--- src/rtl/matmul_operand_feeder.sv ---
// matmul_operand_feeder
//
// Upstream stage of the systolic matmul calculator. Captures the full A and B
// operand matrices on a start request and replays them diagonally skewed, one
// wavefront per clock, onto the array's left (A) and top (B) edge buses. It
// issues the array's start_bit pulse and then holds busy until the array
// reports done, so a new product cannot be launched over one in flight.
//
// Ports
//   clk_i        single clock, rising edge
//   rst_ni       synchronous reset, active HIGH despite the name
//   start_i      capture a_mat_i/b_mat_i and launch (accepted in IDLE only)
//   a_mat_i      A, row-major, A[r][c] at element index r*N+c
//   b_mat_i      B, same packing
//   done_i       completion strobe from the array
//   a_o          lane i feeds array row i
//   b_o          lane j feeds array column j
//   start_bit_o  one-cycle launch pulse to the array
//   busy_o       product in flight; start_i is dropped while high
//   done_o       one-cycle pulse, array result valid
//   step_o       current feed step t (2N-1 while waiting for the array)
module matmul_operand_feeder #(
  parameter int BUS_WIDTH  = 16,
  parameter int DATA_WIDTH = 8
) (
  input  logic                                  clk_i,
  input  logic                                  rst_ni,
  input  logic                                  start_i,
  input  logic [DATA_WIDTH*(BUS_WIDTH/DATA_WIDTH)*(BUS_WIDTH/DATA_WIDTH)-1:0] a_mat_i,
  input  logic [DATA_WIDTH*(BUS_WIDTH/DATA_WIDTH)*(BUS_WIDTH/DATA_WIDTH)-1:0] b_mat_i,
  input  logic                                  done_i,
  output logic [BUS_WIDTH-1:0]                  a_o,
  output logic [BUS_WIDTH-1:0]                  b_o,
  output logic                                  start_bit_o,
  output logic                                  busy_o,
  output logic                                  done_o,
  output logic [$clog2(2*(BUS_WIDTH/DATA_WIDTH))-1:0] step_o
);

  localparam int MAX_DIM = BUS_WIDTH / DATA_WIDTH;
  localparam int N       = MAX_DIM;
  localparam int DW      = DATA_WIDTH;
  localparam int MAT_W   = DW * N * N;
  localparam int STEP_W  = $clog2(2 * N);
  localparam int LAST_T  = 2 * N - 2;

  typedef enum logic [1:0] {
    S_IDLE,
    S_FEED,
    S_WAIT
  } state_t;

  state_t                r_state;
  logic [MAT_W-1:0]      r_a_mat;
  logic [MAT_W-1:0]      r_b_mat;
  logic [BUS_WIDTH-1:0]  r_a_o;
  logic [BUS_WIDTH-1:0]  r_b_o;
  logic                  r_start_bit;
  logic                  r_busy;
  logic                  r_done;
  logic [STEP_W-1:0]     r_step;

  // Wavefront t on the A edge: row i carries A[i][t-i] while that column exists.
  function automatic logic [BUS_WIDTH-1:0] skew_a(input logic [MAT_W-1:0] m, input int t);
    logic [BUS_WIDTH-1:0] v;
    v = '0;
    for (int i = 0; i < N; i++) begin
      int c;
      c = t - i;
      if (c >= 0 && c < N) v[i*DW +: DW] = m[(i*N + c)*DW +: DW];
    end
    return v;
  endfunction

  // Wavefront t on the B edge: column j carries B[t-j][j] while that row exists.
  function automatic logic [BUS_WIDTH-1:0] skew_b(input logic [MAT_W-1:0] m, input int t);
    logic [BUS_WIDTH-1:0] v;
    v = '0;
    for (int j = 0; j < N; j++) begin
      int r;
      r = t - j;
      if (r >= 0 && r < N) v[j*DW +: DW] = m[(r*N + j)*DW +: DW];
    end
    return v;
  endfunction

  // Outputs are registered one step ahead: the t=0 wavefront is built from the
  // live inputs at the capture edge, later ones from the captured copy.
  always_ff @(posedge clk_i) begin
    if (rst_ni) begin
      r_state     <= S_IDLE;
      r_a_mat     <= '0;
      r_b_mat     <= '0;
      r_a_o       <= '0;
      r_b_o       <= '0;
      r_start_bit <= 1'b0;
      r_busy      <= 1'b0;
      r_done      <= 1'b0;
      r_step      <= '0;
    end else begin
      r_start_bit <= 1'b0;
      r_done      <= 1'b0;
      case (r_state)
        S_IDLE: begin
          r_a_o  <= '0;
          r_b_o  <= '0;
          r_busy <= 1'b0;
          r_step <= '0;
          if (start_i) begin
            r_a_mat     <= a_mat_i;
            r_b_mat     <= b_mat_i;
            r_a_o       <= skew_a(a_mat_i, 0);
            r_b_o       <= skew_b(b_mat_i, 0);
            r_start_bit <= 1'b1;
            r_busy      <= 1'b1;
            r_state     <= S_FEED;
          end
        end
        S_FEED: begin
          if (int'(r_step) == LAST_T) begin
            r_a_o   <= '0;
            r_b_o   <= '0;
            r_step  <= STEP_W'(2 * N - 1);
            r_state <= S_WAIT;
          end else begin
            r_a_o  <= skew_a(r_a_mat, int'(r_step) + 1);
            r_b_o  <= skew_b(r_b_mat, int'(r_step) + 1);
            r_step <= r_step + 1'b1;
          end
        end
        S_WAIT: begin
          if (done_i) begin
            r_done  <= 1'b1;
            r_busy  <= 1'b0;
            r_step  <= '0;
            r_state <= S_IDLE;
          end
        end
        default: r_state <= S_IDLE;
      endcase
    end
  end

  assign a_o         = r_a_o;
  assign b_o         = r_b_o;
  assign start_bit_o = r_start_bit;
  assign busy_o      = r_busy;
  assign done_o      = r_done;
  assign step_o      = r_step;

endmodule

--- config.mk ---
export PLATFORM = sky130hd
export DESIGN_NAME = matmul_operand_feeder
export DESIGN_NICKNAME = d
export VERILOG_FILES = /design/src/rtl/matmul_operand_feeder.sv
export SDC_FILE = /design/constraint.sdc
export NUM_CORES = 1
export LEC_CHECK = 0
export CAP_MARGIN = 20
export CORE_MARGIN = 2
export CORE_UTILIZATION = 30
export DETAILED_ROUTE_END_ITERATION = 8
export PLACE_DENSITY = 0.56
export SYNTH_ARGS = -nofsm -noshare
export SYNTH_HDL_FRONTEND = slang
export SYNTH_SLANG_ARGS = --single-unit
--- constraint.sdc ---
create_clock -name clk_i -period 3.2 [get_ports clk_i]
set_input_delay 0.64 -clock clk_i [delete_from_list [all_inputs] [get_ports clk_i]]
set_output_delay 0.64 -clock clk_i [all_outputs]
set_load 0.02 [all_outputs]
# Word level (Yosys, flattened, before mapping)
# Cells that the tools add are included.
# classes
eq_ne,6
shift,4
n_reduce_logical,12
order_cmp,4
bitwise_logic,2
addsub,5
muxes,20
# op_table
cell,n
case mux 16 bit (2 select lines),2
variable part select 32 x 32 -> 8 bit,2
two-way mux 8 bit,6
two-way mux 16 bit,2
variable part select 32 x 8 -> 8 bit,1
variable part select 32 x 9 -> 8 bit,1
case mux 2 bit (3 select lines),2
two-way mux 2 bit,4
adder 5 x 2 -> 6 bit (second input constant),1
!= test 2 bit (second input constant),3
AND reduction 2 bit,3
adder 3 x 4 -> 5 bit (first input constant),1
== test 2 bit (second input constant),2
greater-or-equal comparator 4 x 1 -> 1 bit (second input constant),1
< comparator 4 x 3 -> 1 bit (second input constant),1
nonzero test 2 bit,2
OR reduction 2 bit,2
subtractor 3 x 1 -> 4 bit (second input constant),1
adder 2 x 1 -> 3 bit (second input constant),1
greater-or-equal comparator 3 x 1 -> 1 bit (second input constant),1
< comparator 3 x 2 -> 1 bit (second input constant),1
two-way mux 1 bit,3
AND reduction 3 bit,1
nonzero test 3 bit,1
6 further kinds,8
# word_totals
elab_cells,62
in_bits,68
out_inout_bits,37
register_bits,103

# Longest topological paths before layout
# Gate-level depths: netlist of run 1.
# depth
word_depth,7
depth_mapped,10
ltp_nobuf,7

# Least setup slack after synthesis of run 1
# No wires, ideal clock.
# synth_path
path_kind,reg2reg
startpoint,"reg r_step[0], in the netlist step_o[0]"
endpoint,"reg r_a_o[10], in the netlist a_o[10]"
setup_time_ns,0.128
synth_period_minus_slack_ns,2.119
path_buffers,3
stages_incl_launch_ff,11
slack_ns,1.081
t_required_ns,3.072
arrival_ns,1.992
cell_sequence,dfxtp_1 buf_2 inv_1 ha_1 xnor2_1 ha_1 and3_1 buf_4 buf_4 a22oi_1 nor2_1
# synth_via
elab_chain_len,7
elab_cells_between_ends,11
cone_classes,3 x add/sub; 2 x order compare; 1 x eq/ne; 1 x shift; 3 x mux; 1 x reduce/logical
# synth_rtl
item,line,rtl
from (decl),61,logic [STEP_W-1:0] r_step;
from (signal assigned),123,r_step <= STEP_W'(2 * N - 1);
from (signal assigned),128,r_step <= r_step + 1'b1;
adder 2 x 1 -> 3 bit,126,"r_a_o <= skew_a(r_a_mat, int'(r_step) + 1);"
subtractor 3 x 1 -> 4 bit,69,c = t - i;
"adder 3 x 4 -> 5 bit, or another cell as far along",70,if (c >= 0 && c < N) v[i*DW +: DW] = m[(i*N + c)*DW +: DW];
variable part select 32 x 32 -> 8 bit or logical AND 1 bit (tied branches),70,
two-way mux 8 bit,70,
two-way mux 16 bit (*),120,if (int'(r_step) == LAST_T) begin
case mux 16 bit (2 select lines) (*),103,case (r_state)
to (signal assigned),112,"r_a_o <= skew_a(a_mat_i, 0);"
to (signal assigned),126,
to (decl),56,logic [BUS_WIDTH-1:0] r_a_o;
# Every way passes the cells marked *; elsewhere a longest branch is shown, timed or not.
# A chain may end at the register's enable or synchronous reset.

# Worst setup path after layout of run 1
# layout_path
startpoint,"reg r_step[0], in the netlist step_o[0]"
endpoint,out step_o[0]
# layout_rtl
item,line,rtl
to (decl),37,output logic [$clog2(2*(BUS_WIDTH/DATA_WIDTH))-1:0] step_o
# No word-level cell between the ends.

==> metrics.csv, run 1 <==
metric,value,unit
Setup TNS Final,0,ps
vias in the first global route,3232,
HPWL after detailed placement,6.79,mm
Routed wire per std cell,15.0,um
Internal,0.00199,W
post-cts repair resize count,0,
crit path DAT,1660,ps
"Core Util, Final",42.3,%
"CP delay by family, top",buffers and inverters,
die height,115,um
DRT Wirelength,9.86,mm
hold_sp,r_b_mat[27]$_SDFFE_PP0P_,
WS Path Type,register to output port,
worst path required time,2560,ps
clock root cell,clkbuf_16,
Worst R2R End,a_o[12]$_SDFFE_PP0P_,
"EDFF count, synth",0,
Max-Cap Viols,0,
top-count cell post-synth,nand2_1,
via count,3190,
synth top area cells,"dfxtp_1, nand2_1, a21oi_1",
PortBufs,104,
Register Area,0.00176,sq mm
H-Tree Level Count,3,
RSZ-0062 raised after global routing,false,
area share of the largest cell type after synthesis,47.6,%
"Reg clk slew, reported paths",60,ps
Crit Path Max Fanout,27,
worst hold path depth,2,
number of cell rows,40,
# diodes,0,
synth warn,0,
"Seq/Total Area, Yosys",47.6,%
core area,0.0120,sq mm
crit path from,step_o[0]$_SDFFE_PP0P_,
share of power burned in registers,45.5,%
die area,0.0132,sq mm
DR pass1 iterations,5,
ys flop type,dfxtp_1,
post-synth cell types,37,
clock share of power,41.2,%
Final Hold Slack,455,ps
Setup crit start kind,register,
reg2reg path depth,7,
Fmax achieved,0.434,GHz
area of the multi-input gates,0.00173,sq mm
cell taking the most area after synthesis,dfxtp_1,
Initial Util,30.8,%
GRT Util Overall,15.4,%
layout cell share with drive strength beyond 1,11.7,%
placed cell count,646,
WHS Endpoint,r_b_mat[27]$_SDFFE_PP0P_,
initial DRC count,142,
remaining routing DRC violations,0,
CTS tree,done,
Slew HR,35.1,%
Max IR drop VDD,0.000205,V
Switching Share,23.2,%
critical-path cell list,buf_4 -> clkdlybuf4s50_1,
IO Count,105,
first-pass GRT wire length,16.0,mm
antenna violations before repair,0,
status,"finished, final reports clean",
largest net degree at the start of global routing,52,
Nets,581,
post-layout min period,2300,ps
hold crit path type,register to register,
Comb power frac,13.3,%
Mapped Cells,426,
Final setup viols,0,
Post CTS Setup Buffer Count,0,
skew final,7.93,ps
Pins Over Slew Limit,0,
Leak,1.83,nW
number of hold buffers added after cts,0,
Critical-path top delay cell,clkdlybuf4s50_1,
"antenna viol nets, final",0,
"Power, Total",0.00260,W
Cell Pwr Density,511,mW/mm^2
Syn Std Cell Area,0.00370,sq mm
Mapped Nets,497,
CTS sink cnt,88,
Tcrit/Tclk final,72.0,%
CP endpoint kind,output port,
syn avg cell area,8.68,sq um
GRT overflow,0,
Buf/Inv on CP,2,
Finished Layout Cells,659,
clk buf depth,2,
switching power,0.000604,W
asr flop ratio synth,0,%
post-synthesis register bit count,88,
Worst R2R Start,step_o[0]$_SDFFE_PP0P_,
"Area growth, synth to finish",37.6,%
Via density,4.84,
final hold viol count,0,
"Largest stage delay, worst path",680,ps
fill count,1240,
die span in x,115,um
worst reg2reg setup slack,1010,ps
gp weighted congestion,0.776,
cts bufs inserted,9,
synth cell count leaders,"nand2_1, dfxtp_1, a21oi_1, nor2_1, clkbuf_1",
later-pin clock latency in the skew report,330,ps
Least-Margin Pin Slew,970,ps
power groups by stage:
stage	registers (W)	clock network [W]	logic, W
CTS	0.00118	0.00110	0.000352
global placement	0.00120	0	0.000346
finish	0.00118	0.00107	0.000345
detailed placement	0.00121	0	0.000350
floorplan	0.00122	0	0.000186
global route	0.00119	0.00115	0.000382
worst min-delay path, stage by stage, from the launching register on:
cell and delay (ps):
dfxtp_1 310, nand2_1 50, a21oi_1 50
cells in the final DEF (no fill, tap or decap), types with 2 or more instances in the layout:
master / n
nand3_1: 2
nor3_1: 6
ha_1: 3
dfxtp_1: 87
o2bb2ai_1: 4
buf_4: 6
bufinv_16: 2
inv_1: 3
nor2b_1: 3
a21oi_1: 53
nand3b_1: 2
nand2b_1: 2
clkdlybuf4s50_1: 103
nor2_1: 35
a41oi_1: 2
nor3_2: 8
a221oi_1: 4
mux2_2: 17
nand2_1: 105
clkbuf_16: 9
a221oi_2: 8
mux2i_1: 6
and3_1: 2
a222oi_1: 2
a22oi_1: 17
o21ai_0: 5
cell families (layout without fill, tap and decap cells):
| logic type | count (synthesis) | after routing | share of synthesized area [%] |
|---|---|---|---|
| buffers and inverters | 42 | 128 | 5.79 |
| adders and majority gates | 3 | 3 | 1.02 |
| xor gates and xnor gates | 1 | 1 | 0.237 |
| DFF | 88 | 88 | 47.6 |
| other | 1 | 1 | 0.101 |
| muxes | 23 | 23 | 6.80 |
| and+or+nand+nor | 171 | 171 | 20.5 |
| AOI/OAI and AO/OA | 97 | 97 | 17.9 |
layout make-up:
cell class | count | area share [%]
clock buffers | 9 | 4.43
clock inverters | 4 | 1.43
inverters | 4 | 0.295
multi-input cells | 296 | 33.9
flip-flops and latches | 88 | 34.7
well taps | 147 | 3.62
repair buffers | 111 | 21.6
per-layer routing:
layer	GRT usage, %	share of wire [%]	vias up
met3	2.37	4.6	4
met5	0	0	-
met1	20.7	47	1485
met2	25.2	47	83
li1	-	-	1618
met4	5.22	0.69	0
registers in the layout, indices dropped and copies added, names as in the netlist:
| name | count |
|---|---|
| b_o | 16 |
| busy_o | 1 |
| done_o | 1 |
| r_a_mat | 25 |
| r_b_mat | 24 |
| step_o | 2 |
| r_state | 2 |
| start_bit_o | 1 |
| a_o | 16 |
worst max-delay path by stage:
stage | to | slack (ps) | cells after the start
final | step_o[0] | 900 | 2
after global routing | b_o[15]$_SDFFE_PP0P_ | 770 | 7
after CTS | step_o[0] | 850 | 2
after detailed placement | r_b_mat[29]$_SDFFE_PP0P_ | 660 | 6
after global placement | r_b_mat[21]$_SDFFE_PP0P_ | 710 | 6
after floorplan | a_o[10]$_SDFFE_PP0P_ | 1080 | 10
per-stage QoR:
step	instance area [sq um]	setup WS, ps
2_1_floorplan	3700	1080
3_5_place_dp	4790	664
3_3_place_gp	4790	711
5_1_grt	5090	770
4_1_cts	5090	847
6_report	5090	897
Power figures use the tool's default switching activity.
==> run 2, diff against run 1 <==
--- a/config.mk
+++ b/config.mk
@@ -9,7 +9,7 @@
 export CORE_MARGIN = 2
 export CORE_UTILIZATION = 30
 export DETAILED_ROUTE_END_ITERATION = 8
-export PLACE_DENSITY = 0.56
+export PLACE_DENSITY = 0.58
 export SYNTH_ARGS = -nofsm -noshare
 export SYNTH_HDL_FRONTEND = slang
 export SYNTH_SLANG_ARGS = --single-unit
==> constraint.sdc (replaced) <==
create_clock -name clk_i -period 2.1 [get_ports clk_i]
set_input_delay 0.42 -clock clk_i [delete_from_list [all_inputs] [get_ports clk_i]]
set_output_delay 0.42 -clock clk_i [all_outputs]
set_load 0.02 [all_outputs]
==> run 2 against run 1 <==
  * Via count up 1.2%
  * Final cell count up 1.5%
  * Critical path depth unchanged
  * Setup slack worse by 790 ps
  * Flip-flop and latch count unchanged
  * Global-route usage down 0.40 points
  * Total power up 54%
  * First-iteration DRC count up 9.2%
  * Sequential share of layout area down 0.69 points
  * Non-clock buffer count up 8
  * Critical path type unchanged
  * Critical endpoint is now step_o[1]
  * Largest power group unchanged
  * Highest routed layer unchanged
==> metrics.csv, run 2 (same netlist as run 1, synthesis figures left out) <==
metric,value,unit,change
status,"finished, final reports clean",,unchanged
Fmax achieved,0.501,GHz,
Buf/Inv on CP,2,,unchanged
vias in the first global route,3205,,was 3232
clk buf depth,2,,unchanged
skew final,3.89,ps,was 7.93 ps
Critical-path top delay cell,clkdlybuf4s50_1,,unchanged
via count,3229,,was 3190
GRT Util Overall,14.9,%,was 15.4%
number of cell rows,40,,unchanged
Slew HR,61.3,%,was 35.1%
"most common cell after layout, fill and taps aside",nand2_1,,unchanged
gp weighted congestion,0.815,,was 0.776
IO Count,105,,unchanged
RSZ-0062 raised after global routing,false,,unchanged
Leak,1.89,nW,was 1.83 nW
Place WS,50.2,ps,was 664 ps
Max IR drop VDD,0.000419,V,was 0.000205 V
Crit Path Max Fanout,13,,was 27
CP endpoint kind,output port,,unchanged
DR pass1 iterations,4,,was 5
Max-Cap Viols,0,,unchanged
final worst-path setup slack,106,ps,was 897 ps
later-pin clock latency in the skew report,330,ps,about the same
antenna violations before repair,0,,unchanged
first-pass GRT wire length,15.6,mm,was 16.0 mm
CTS tree,done,,unchanged
Initial Util,30.8,%,unchanged
clock root cell,clkbuf_16,,unchanged
die span in x,115,um,unchanged
cts bufs inserted,9,,unchanged
Final setup viols,0,,unchanged
Reg with most FFs,r_a_mat,,unchanged
initial DRC count,155,,was 142
core area,0.0120,sq mm,unchanged
"CP delay by family, top",buffers and inverters,,unchanged
post-layout min period,1990,ps,
Tcrit/Tclk final,95.0,%,
largest net degree at the start of global routing,55,,was 52
# diodes,0,,unchanged
die area,0.0132,sq mm,unchanged
final hold viol count,0,,unchanged
crit path DAT,1570,ps,was 1660 ps
remaining routing DRC violations,0,,unchanged
Post CTS Setup Buffer Count,0,,unchanged
Setup TNS Final,0,ps,unchanged
H-Tree Level Count,3,,unchanged
PortBufs,104,,unchanged
Pins Over Slew Limit,0,,unchanged
"Area growth, synth to finish",40.4,%,was 37.6%
"Cell Area, Placed",0.00489,sq mm,was 0.00479 sq mm
"antenna viol nets, final",0,,unchanged
"Design Area, Final",0.00519,sq mm,was 0.00509 sq mm
Via density,4.83,,was 4.84
hold crit path type,register to register,,unchanged
"Reg clk slew, reported paths",60,ps,about the same
"Largest stage delay, worst path",650,ps,was 680 ps
WS Path Type,register to output port,,unchanged
Least-Margin Pin Slew,579,ps,was 970 ps
Routed wire per std cell,14.6,um,was 15.0 um
DRT Wirelength,9.74,mm,was 9.86 mm
max FFs per register,25,,unchanged
die height,115,um,unchanged
HPWL after detailed placement,6.88,mm,was 6.79 mm
Nets,589,,was 581
CTS sink cnt,88,,unchanged
Setup crit start kind,register,,unchanged
GRT overflow,0,,unchanged
most frequent cells in the layout,"nand2_1, clkdlybuf4s50_1, dfxtp_1, a21oi_1, nor2_1",,unchanged
worst path required time,1680,ps,was 2560 ps
top flop regs,"r_a_mat x25, r_b_mat x24",,unchanged
layout cell share with drive strength beyond 1,13.0,%,was 11.7%
Cell Pwr Density,773,mW/mm^2,was 511 mW/mm^2
critical-path cell list,buf_4 -> clkdlybuf4s50_1,,unchanged
==> run 2: cell types whose count changed in the layout (fill, tap and decap cells not counted) <==
cell	previous run	this run
and3_1	2	1
and3_2	0	1
buf_12	1	4
buf_4	6	11
clkbuf_1	0	3
clkdlybuf4s50_1	103	102
clkinv_2	1	0
dlygate4sd2_1	0	1
==> run 2: area by class of cell <==
cell class / count / area (sq um)
Fill cell: 1174 / 6820
Sequential cell: 88 / 1760
Multi-Input combinational cell: 296 / 1730
Timing Repair Buffer: 119 / 1200
Clock buffer: 12 / 236
Tap cell: 147 / 184
Clock inverter: 3 / 67.6
Inverter: 4 / 15.0
==> run 2: layer usage <==
metal,GRT usage (%),vias up,wire length (um),part of all wire [%]
met1,19.5,1491,4570,47
met2,23.8,78,4510,46
li1,-,1642,-,-
met3,3.32,18,437,4.5
met5,0,-,0,0
met4,6.35,0,226,2.3
==> run 2: timing repair <==
action                     CTS  global route
hold buffers                 0             0
setup endpoints to repair    2             0
gates resized for setup      2             0
==> run 2: power breakdown <==
part / total [W] / internal (W) / switching [W]
Sequential: 0.00180 / 0.00175 / 0.0000505
Clock: 0.00166 / 0.00104 / 0.000620
Combinational: 0.000552 / 0.000289 / 0.000263
Total: 0.00401 / 0.00308 / 0.000933
==> run 2: worst register-to-register path, cell delays in order, from the launching register on <==
cell and delay [ps]:
dfxtp_1 350, inv_1 70, ha_1 330, xnor2_1 190
ha_1 170, and3_2 400, a22oi_1 140, nor2_1 110
==> run 2: final timing paths <==
kind | start | to | slack [ps] | depth (start not counted)
max reg2reg | step_o[1]$_SDFFE_PP0P_ | a_o[10]$_SDFFE_PP0P_ | 270 | 7
min reg2reg | r_b_mat[30]$_SDFFE_PP0P_ | r_b_mat[30]$_SDFFE_PP0P_ | 450 | 2
min | r_b_mat[30]$_SDFFE_PP0P_ | r_b_mat[30]$_SDFFE_PP0P_ | 450 | 2
max | step_o[1]$_SDFFE_PP0P_ | step_o[1] | 110 | 2
==> run 2: through the flow <==
step	util [%]	instances	power (W)	hold slack (ps)
4_1_cts	43.2	669	0.00405	453
6_report	43.2	669	0.00401	453
5_1_grt	43.2	669	0.00418	473
3_5_place_dp	40.7	654	0.00240	445
2_1_floorplan	-	426	0.00214	433
3_3_place_gp	40.7	654	0.00239	445
